$ cat config.mk
export PLATFORM = sky130hd
export DESIGN_NAME = sp_forward_unit_n
export DESIGN_NICKNAME = d
export VERILOG_FILES = /design/src/rtl/sp_forward_unit_n.sv
export SDC_FILE = /design/constraint.sdc
export NUM_CORES = 1
export LEC_CHECK = 0
export BUFFER_PORTS_ARGS = -buffer_cell sky130_fd_sc_hd__buf_2
export CAP_MARGIN = 5
export CORE_MARGIN = 8
export CORE_UTILIZATION = 34
export DETAILED_ROUTE_END_ITERATION = 8
export SETUP_SLACK_MARGIN = 0.05
export SYNTH_ARGS = -nofsm -noshare
export SYNTH_HDL_FRONTEND = slang
export SYNTH_HIERARCHICAL = 1
export SYNTH_SLANG_ARGS = --single-unit
$ cat constraint.sdc
create_clock -name clk -period 4.7 [get_ports clk]
set_clock_uncertainty 0.2 [all_clocks]
set_input_delay 0.94 -clock clk [delete_from_list [all_inputs] [get_ports clk]]
set_output_delay 0.94 -clock clk [all_outputs]
set_load 0.005 [all_outputs]
$ cat src/rtl/sp_forward_unit_n.sv
// sp_forward_unit_n
//   Registered stack-pointer forwarding unit. Picks the youngest in-flight SP
//   update among N_SRC pipeline stages for the stage that reads SP. The result
//   is registered with one cycle of latency. The unit supports stall-hold and
//   flush, and keeps a saturating count of forward hits.
//
// Ports
//   clk           rising-edge clock
//   rst           synchronous active-high reset; overrides every other input
//   enable        unit enable; 0 turns a would-be hit into a miss
//   stall         freezes every registered output; inputs are ignored
//   flush         clears forwarding state; wins over a simultaneous stall
//   sp_src        consumer stage requests SP this cycle
//   stack_op      per-source "this stage writes SP" flag, bit 0 = youngest
//   sp_value      packed source values, source i at [i*SP_W +: SP_W]
//   sp_fwd_value  registered forwarded SP
//   sp_fwd_hit    sp_fwd_value holds valid forwarded data
//   sp_fwd_sel    registered index of the winning source (0 on miss)
//   fwd_count     saturating count of registered hits since reset

// Per-source priority slot. Slots are chained from youngest to oldest. A slot
// wins when its stage writes SP and no younger stage does. Its value is masked
// to zero unless it wins, so the winning value can be recovered by OR-ing the
// outputs of all slots.
module sp_fwd_slot #(
   parameter int SP_W = 32
) (
   input  logic            op_i,
   input  logic            younger_any_i,
   input  logic [SP_W-1:0] value_i,
   output logic            win_o,
   output logic            any_o,
   output logic [SP_W-1:0] value_o
);
   assign win_o   = op_i & ~younger_any_i;
   assign any_o   = op_i | younger_any_i;
   assign value_o = value_i & {SP_W{win_o}};
endmodule

module sp_forward_unit_n #(
   parameter int SP_W      = 32,
   parameter int N_SRC     = 2,
   parameter int SEL_W     = 1,
   parameter int CNT_W     = 16,
   parameter bit MISS_ZERO = 1'b1
) (
   input  logic                  clk,
   input  logic                  rst,
   input  logic                  enable,
   input  logic                  stall,
   input  logic                  flush,
   input  logic                  sp_src,
   input  logic [N_SRC-1:0]      stack_op,
   input  logic [N_SRC*SP_W-1:0] sp_value,
   output logic [SP_W-1:0]       sp_fwd_value,
   output logic                  sp_fwd_hit,
   output logic [SEL_W-1:0]      sp_fwd_sel,
   output logic [CNT_W-1:0]      fwd_count
);

   typedef enum logic [1:0] {
      ST_IDLE = 2'd0,
      ST_FWD  = 2'd1,
      ST_HOLD = 2'd2
   } state_e;

   // All registered state lives in one struct so that the stall, flush and
   // update paths each show which fields they change.
   typedef struct packed {
      state_e           state;
      logic             prev_fwd;   // HOLD was entered from FWD
      logic [SP_W-1:0]  value;
      logic [SEL_W-1:0] sel;
      logic [CNT_W-1:0] cnt;
   } fwd_state_t;

   fwd_state_t out_q, out_d;

   // ---------------- priority select ----------------
   logic [N_SRC:0]                 any_chain;
   logic [N_SRC-1:0]               win;
   logic [N_SRC-1:0][SP_W-1:0]     slot_val;
   logic [SP_W-1:0]                win_value;
   logic [SEL_W-1:0]               win_sel;
   logic                           req;

   assign any_chain[0] = 1'b0;

   for (genvar i = 0; i < N_SRC; i++) begin : g_slot
      sp_fwd_slot #(.SP_W(SP_W)) u_slot (
         .op_i          (stack_op[i]),
         .younger_any_i (any_chain[i]),
         .value_i       (sp_value[i*SP_W +: SP_W]),
         .win_o         (win[i]),
         .any_o         (any_chain[i+1]),
         .value_o       (slot_val[i])
      );
   end

   // At most one bit of win is set, so OR-reduction acts as a one-hot mux
   // and encoder.
   always_comb begin
      win_value = '0;
      win_sel   = '0;
      for (int i = 0; i < N_SRC; i++) begin
         win_value = win_value | slot_val[i];
         if (win[i]) win_sel = win_sel | SEL_W'(i);
      end
   end

   // The end of the chain is |stack_op.
   assign req = enable & sp_src & any_chain[N_SRC];

   // ---------------- next state ----------------
   always_comb begin
      out_d = out_q;
      if (flush) begin
         out_d.state    = ST_IDLE;
         out_d.prev_fwd = 1'b0;
         out_d.sel      = '0;
         if (MISS_ZERO) out_d.value = '0;
      end else if (stall) begin
         // A stall that lasts several cycles stays in HOLD. Only the first
         // stall cycle records where the unit came from.
         if (out_q.state != ST_HOLD) begin
            out_d.prev_fwd = (out_q.state == ST_FWD);
            out_d.state    = ST_HOLD;
         end
      end else if (req) begin
         out_d.state    = ST_FWD;
         out_d.prev_fwd = 1'b0;
         out_d.value    = win_value;
         out_d.sel      = win_sel;
         if (out_q.cnt != {CNT_W{1'b1}}) out_d.cnt = out_q.cnt + 1'b1;
      end else begin
         out_d.state    = ST_IDLE;
         out_d.prev_fwd = 1'b0;
         out_d.sel      = '0;
         if (MISS_ZERO) out_d.value = '0;
      end
   end

   always_ff @(posedge clk) begin
      if (rst) begin
         out_q.state    <= ST_IDLE;
         out_q.prev_fwd <= 1'b0;
         out_q.value    <= '0;
         out_q.sel      <= '0;
         out_q.cnt      <= '0;
      end else begin
         out_q <= out_d;
      end
   end

   // ---------------- outputs ----------------
   // Hit is decoded from registered state only. During HOLD it reflects the
   // state the unit was in when the stall began.
   assign sp_fwd_hit   = (out_q.state == ST_FWD) |
                         ((out_q.state == ST_HOLD) & out_q.prev_fwd);
   assign sp_fwd_value = out_q.value;
   assign sp_fwd_sel   = out_q.sel;
   assign fwd_count    = out_q.cnt;

endmodule

======== Word-level counts from Yosys, hierarchy flattened ========
Index checks and enable logic that the tools add are counted.
storage, ports and cells
  bits in registers ....................... 52
  bits of input ports ..................... 72
operators by class
  add/sub/neg operators ................... 1
  equal/unequal tests ..................... 5
  muxes and demuxes ....................... 4
  bitwise logic cells ..................... 12
  reduce and logical (&&, ||, !) cells .... 2
operators by type and width
  operator                                                number
  bitwise AND 32 bit                                      2
  2-to-1 mux 35 bit                                       1
  OR 32 bit                                               1
  adder 16 x 1 -> 16 bit (second input constant)          1
  inequality test 16 bit (second input constant)          1
  2-to-1 mux 3 bit                                        2
  bitwise AND 1 bit                                       4
  AND reduction 4 bit                                     1
  inverter 1 bit                                          3
  == test 2 x 1 -> 1 bit (second input constant)          1
  == test 2 bit (second input constant)                   1
  inequality test 2 x 1 -> 1 bit (second input constant)  1
  inequality test 2 bit (second input constant)           1
  OR 1 bit                                                2
  OR reduction 2 bit                                      1
  2-to-1 mux 1 bit                                        1

======== Logic depth before layout (Yosys ltp) ========
Gate-level depths: netlist (run 1).
  depth in word-level cells ............... 6
  mapped depth ............................ 9
  gate-level depth less buffers ........... 6

======== Modules after synthesis ========
The synthesis (run 1) kept the hierarchy.
modules (own cells, without submodules)
  module             times used  cells each  area each (um2)  sequential area each (um2)
  sp_forward_unit_n  1           293         2439.8           1041.0
  sp_fwd_slot        2           40          334.1            0.0

======== Worst setup path after synthesis (run 1) ========
No wires, ideal clock.
  path type ............................... input port to flip-flop
  start ................................... input stack_op[0]
  end ..................................... register out_q, in the netlist fwd_count[7]
  library setup time ...................... 115 ps
  arrival time ............................ 2470 ps
  setup slack ............................. 1916 ps
  stages on the path ...................... 8
  cell sequence ........................... or2_2 -> buf_2 -> or2_2 -> and4b_1 -> nand2b_1 -> buf_2 -> nor4_1 -> o21ba_1
between the ends
  cells in the longest elaborated chain, start to end .. 3
RTL lines
  item                                  RTL line  RTL
  from (decl)                           53        input logic [N_SRC-1:0] stack_op,
  OR 1 bit                              36        assign any_o = op_i | younger_any_i;
  via any_chain[2]                      80        logic [N_SRC:0] any_chain;
  bitwise AND 1 bit                     112       assign req = enable & sp_src & any_chain[N_SRC];
  AND reduction 4 bit (no source line)  -
  to (signal assigned)                  151       out_q <= out_d;
  to (decl)                             77        fwd_state_t out_q, out_d;
The timed path passes the listed nets, and every way through them passes these cells.
A chain may end at the register's enable or synchronous reset.

======== Worst setup path in the final report (run 1) ========
  start ................................... input stack_op[0]
  end ..................................... register out_q, in the netlist fwd_count[4]
Same word-level chain as after synthesis.

==> results of run 1 <==
tightest hold or removal path: stages (launching register included):
cell	delay [ns]
dfxtp_1	0.32
nand2_1	0.05
o21ai_1	0.05
layer usage:
metal	vias to the layer above	wire (µm)	share of wire	GRT usage
met3	4	708	0.089	0.0525
met5	-	0	0	0
met4	0	44	0.0055	0.0328
met1	1208	3500	0.44	0.155
li1	1377	-	-	-
met2	86	3710	0.47	0.199
power breakdown:
part,internal (mW),switching (mW)
sequential,0.443,0.00140
combinational,0.0446,0.0411
clock,0.118,0.150
registers in the layout, indices dropped and copies added, names as in the netlist:
| name | cells |
|---|---|
| fwd_count | 16 |
| out_q | 3 |
| sp_fwd_sel | 1 |
| sp_fwd_value | 32 |
stage by stage:
step                 util  power [mW]  cells  setup WS, ns  area (µm²)
floorplan               -       0.503    378          1.92        3120
global placement    0.378       0.538    542          1.12        3430
detailed placement  0.378       0.540    542          1.03        3430
global route        0.388       0.841    550          1.11        3520
CTS                 0.388       0.817    550          1.35        3520
finish              0.388       0.797    550          1.34        3520
how the worst max path moves through the flow:
stage	cells past startpoint	slack (ns)	startpoint	end
global route	7	1.11	stack_op[0]	fwd_count[5]
floorplan	8	1.92	stack_op[0]	fwd_count[7]
finish	7	1.34	stack_op[0]	fwd_count[4]
global placement	7	1.12	stack_op[0]	fwd_count[3]
CTS	7	1.35	stack_op[0]	fwd_count[8]
detailed placement	7	1.03	stack_op[0]	fwd_count[8]
final cells by class:
class | instances | area (µm²) | share of cell area
multi-input combinational | 254 | 1620 | 0.460
sequential | 52 | 1040 | 0.296
timing repair buffer | 123 | 621 | 0.176
tap | 111 | 139 | 0.0395
clock buffer | 6 | 82.6 | 0.0235
clock inverter | 2 | 10.0 | 0.00284
inverter | 2 | 7.51 | 0.00213
==> impl_metrics.ini, run 1 <==
[status]
outcome = completed

[setup_path]
critPathMaxFanout = 34
required_ns = 4.74
cp_num_buf_inv = 1
critPathSlowestCell = or4_1
timing.rr.start = fwd_count[0]
path_delay_family = simple AND/OR/NAND/NOR gates
path_class = input pin to flop
worst_path_most_repeated_cell = or2_2
cp-start-kind = input pin
path_cells = buf_2 > or2_2 > or2_2 > and4b_1 > nand2b_1 > or4_1 > a21oi_1
r2r.worst_path.cells = 5
rrSetupSlack_ns = 2.35
cpPeakStageDelay_ns = 0.59
r2r-end = fwd_count[1]
worstSetupEndpointType = flop
arrival_ns = 3.40

[floorplan]
core_um2 = 9060
start_util = 0.342
dieHeight_um = 112
boundaryPins = 122
num_rows = 35
dieArea_um2 = 12400
chipWidth_um = 112

[finish]
nets = 511
drive_above_1_share = 0.355
num_antenna_cells = 0
fillers = 938
area_growth_pct = 13.5
final_cell_mix = buf_2 (121), dfxtp_1 (52), and3b_1 (46), nand2_1 (39), nor2_1 (36)
final_common_cell = buf_2

[synthesis]
syn_inst = 372
avgSynthCellArea_um2 = 8.34
syn_area_um2 = 3100
yosys_warnings = 6

[min_path]
hold_path_class = flop to flop
min_to = sp_fwd_value[13]
hold_depth = 2
hp-start = sp_fwd_value[13]

[power]
vdd_drop_max_mv = 0.120
p_per_area_nw_per_um2 = 227
p_leak_nw = 1.80

[sta]
max_slew_margin = 0.333
fmax_mhz = 298
worst_pin_slew_ns = 0.992
hold_violations = 0
setup_viol = 0
whs_ns = 0.254
tns_ns = 0
slew_viol_final = 0
grt_setup_unrepaired = no
min_period_ns = 3.36
period_share = 0.714

[detailed_routing]
via_per_inst = 4.86
drt_iter0_markers = 93
vias = 2675
drtPass1Iterations = 4
drt_wl_total_mm = 7.96
wl_per_cell_um = 14.5
final_antenna_net_count = 0
drc_errors = 0

[clock_network]
post_cts_resized = 0
numCtsBuffers = 5
ctsLongestPathBuffers = 2
clkTransAtPathRegs_ns = 0.09
htreeDepth = 2
clkLatencyLatePin_ns = 0.30
cts_root_buf = clkbuf_8
cts_hold_buf = 0
post-cts-setup-buffer-count = 0
cts.sinks = 52
cts_tree = yes

[global_route]
grt_pass1_wl_mm = 13.2
grt_antenna_before_repair = 0
grt_pass1_vias = 2735
track_usage = 0.127
grt_max_degree = 36
grt_overflow = 0

[placed_design]
numPortBuffers = 121
gp_congestion = 0.739
dp_hpwl_mm = 5.98

[run]
drv_cap = 0
Note: power is estimated with default switching activity, not from simulation.
==> run 2: changes to the inputs <==
==> constraint.sdc (replaced) <==
create_clock -name clk -period 3.1 [get_ports clk]
set_clock_uncertainty 0.2 [all_clocks]
set_input_delay 0.62 -clock clk [delete_from_list [all_inputs] [get_ports clk]]
set_output_delay 0.62 -clock clk [all_outputs]
set_load 0.005 [all_outputs]
==> run 2 against run 1 <==
Combinational power rose by 54%. Worst setup slack worse by 0.49 ns. Via count is 0.49% higher. Power is 51% higher. Largest cell class unchanged. Clock power rose by 50%. Non-clock buffer count increased by 4. Clock-buffer cell count is the same. Core utilization grew 0.33 points. Sequential power rose by 52%. Routed wire length fell by 0.78%. Global-route usage barely moved.
==> impl_metrics.ini, run 2 (synthesized netlist as in run 1, its figures left out) <==
[placed_design]
placed_area_um2 = 3460
gp_congestion = 0.761
numPortBuffers = 121
dp_hpwl_mm = 5.94

[clock_network]
clkTransAtPathRegs_ns = 0.09
cts.sinks = 52
clkLatencyLatePin_ns = 0.30
numCtsBuffers = 5
htreeDepth = 2
cts_tree = yes
cts_hold_buf = 0
ctsLongestPathBuffers = 2
post_cts_resized = 0
cts_root_buf = clkbuf_8
post-cts-setup-buffer-count = 0

[global_route]
grt_antenna_before_repair = 0
grt_overflow = 0
met3_usage = 0.0519
grt_pass1_vias = 2684
grt_pass1_wl_mm = 13.2
grt_use_met1 = 0.152
busiest_layer = met2
met2_usage = 0.204
grt_max_degree = 36
track_usage = 0.127

[detailed_routing]
drt_iter0_markers = 127
via_per_inst = 4.85
drtPass1Iterations = 4
drt_wl_total_mm = 7.90
final_antenna_net_count = 0
drc_errors = 0
wl_per_cell_um = 14.3
vias = 2688

[finish]
fin_util = 0.392
fillers = 943
nets = 515
largest_reg_flops = 32
area_growth_pct = 14.4
final_common_cell = buf_2
num_antenna_cells = 0
final_cell_mix = buf_2 (121), dfxtp_1 (52), and3b_1 (46), nand2_1 (39), nor2_1 (36)
postLayoutCellArea_um2 = 3550
drive_above_1_share = 0.361

[setup_path]
path_class = input pin to flop
path_delay_family = simple AND/OR/NAND/NOR gates
timing.rr.start = fwd_count[0]
worst_path_most_repeated_cell = or2_2
r2r-end = fwd_count[10]
required_ns = 3.11
cpPeakStageDelay_ns = 0.39
path_cells = buf_2 > or2_2 > or2_2 > and4b_1 > nand2b_1 > nor4_1 > o21ba_1
r2r.worst_path.cells = 5
arrival_ns = 2.25
critPathMaxFanout = 16
rrSetupSlack_ns = 1.05
critPathSlowestCell = nand2b_1
cp-start-kind = input pin
worstSetupEndpointType = flop
cp_num_buf_inv = 1

[power]
p_leak_nw = 1.82
p_per_area_nw_per_um2 = 340
p_total_mw = 1.21
vdd_drop_max_mv = 0.179

[floorplan]
num_rows = 35
chipWidth_um = 112
dieHeight_um = 112
core_um2 = 9060
start_util = 0.342
boundaryPins = 122
dieArea_um2 = 12400

[min_path]
hp-start = sp_fwd_value[5]
hold_path_class = flop to flop
min_to = sp_fwd_value[5]
hold_depth = 2

[sta]
min_period_ns = 2.25
grt_setup_unrepaired = no
period_share = 0.725
hold_violations = 0
setup_viol = 0
max_slew_margin = 0.586
fmax_mhz = 445
tns_ns = 0
slew_viol_final = 0
worst_pin_slew_ns = 0.617

[status]
outcome = completed

[run]
drv_cap = 0
==> run 2: changes by cell type in the layout (fill, tap and decap cells not counted) <==
cell,previous run,this run
buf_4,2,6
==> run 2: layout make-up <==
class,instances,area [µm²],area share
clock inverter,2,10.0,0.00282
sequential,52,1040,0.293
multi-input combinational,254,1620,0.456
timing repair buffer,127,651,0.183
clock buffer,6,82.6,0.0233
inverter,2,7.51,0.00211
tap,111,139,0.0391
==> run 2: per-layer routing <==
layer / wire length [µm] / share of wire
met1: 3620 / 0.46
met2: 3450 / 0.44
met3: 736 / 0.093
met4: 93 / 0.012
met5: 0 / 0
==> run 2: worst register-to-register path, delay by kind of cell, from the launching register on <==
family / cells / cell delay, ns
flip-flops: 1 / 0.40
multiplexers: 1 / 0.35
AND/OR/NAND/NOR: 3 / 0.80
adder cells (fa/ha/maj): 1 / 0.19
==> run 2: worst max path at each step <==
stage | startpoint | end | slack [ns] | cells past startpoint
after floorplan | stack_op[0] | fwd_count[7] | 0.64 | 8
after global placement | stack_op[0] | fwd_count[7] | 0.58 | 7
after detailed placement | stack_op[0] | fwd_count[7] | 0.53 | 7
after CTS | stack_op[0] | fwd_count[7] | 0.88 | 7
after global routing | stack_op[0] | fwd_count[8] | 0.74 | 7
final | stack_op[0] | fwd_count[7] | 0.85 | 7
==> run 2: metrics by stage <==
stage	instances	setup WS (ns)	hold slack, ns
finish	554	0.854	0.248
global route	554	0.736	0.282
CTS	554	0.875	0.254
detailed placement	546	0.532	0.239
global placement	546	0.579	0.231
floorplan	378	0.636	0.226
==> run 2: power by group <==
group	switching [mW]	internal, mW	total, mW
Clock	0.222	0.179	0.401
Combinational	0.0626	0.0697	0.132
Sequential	0.00202	0.671	0.673
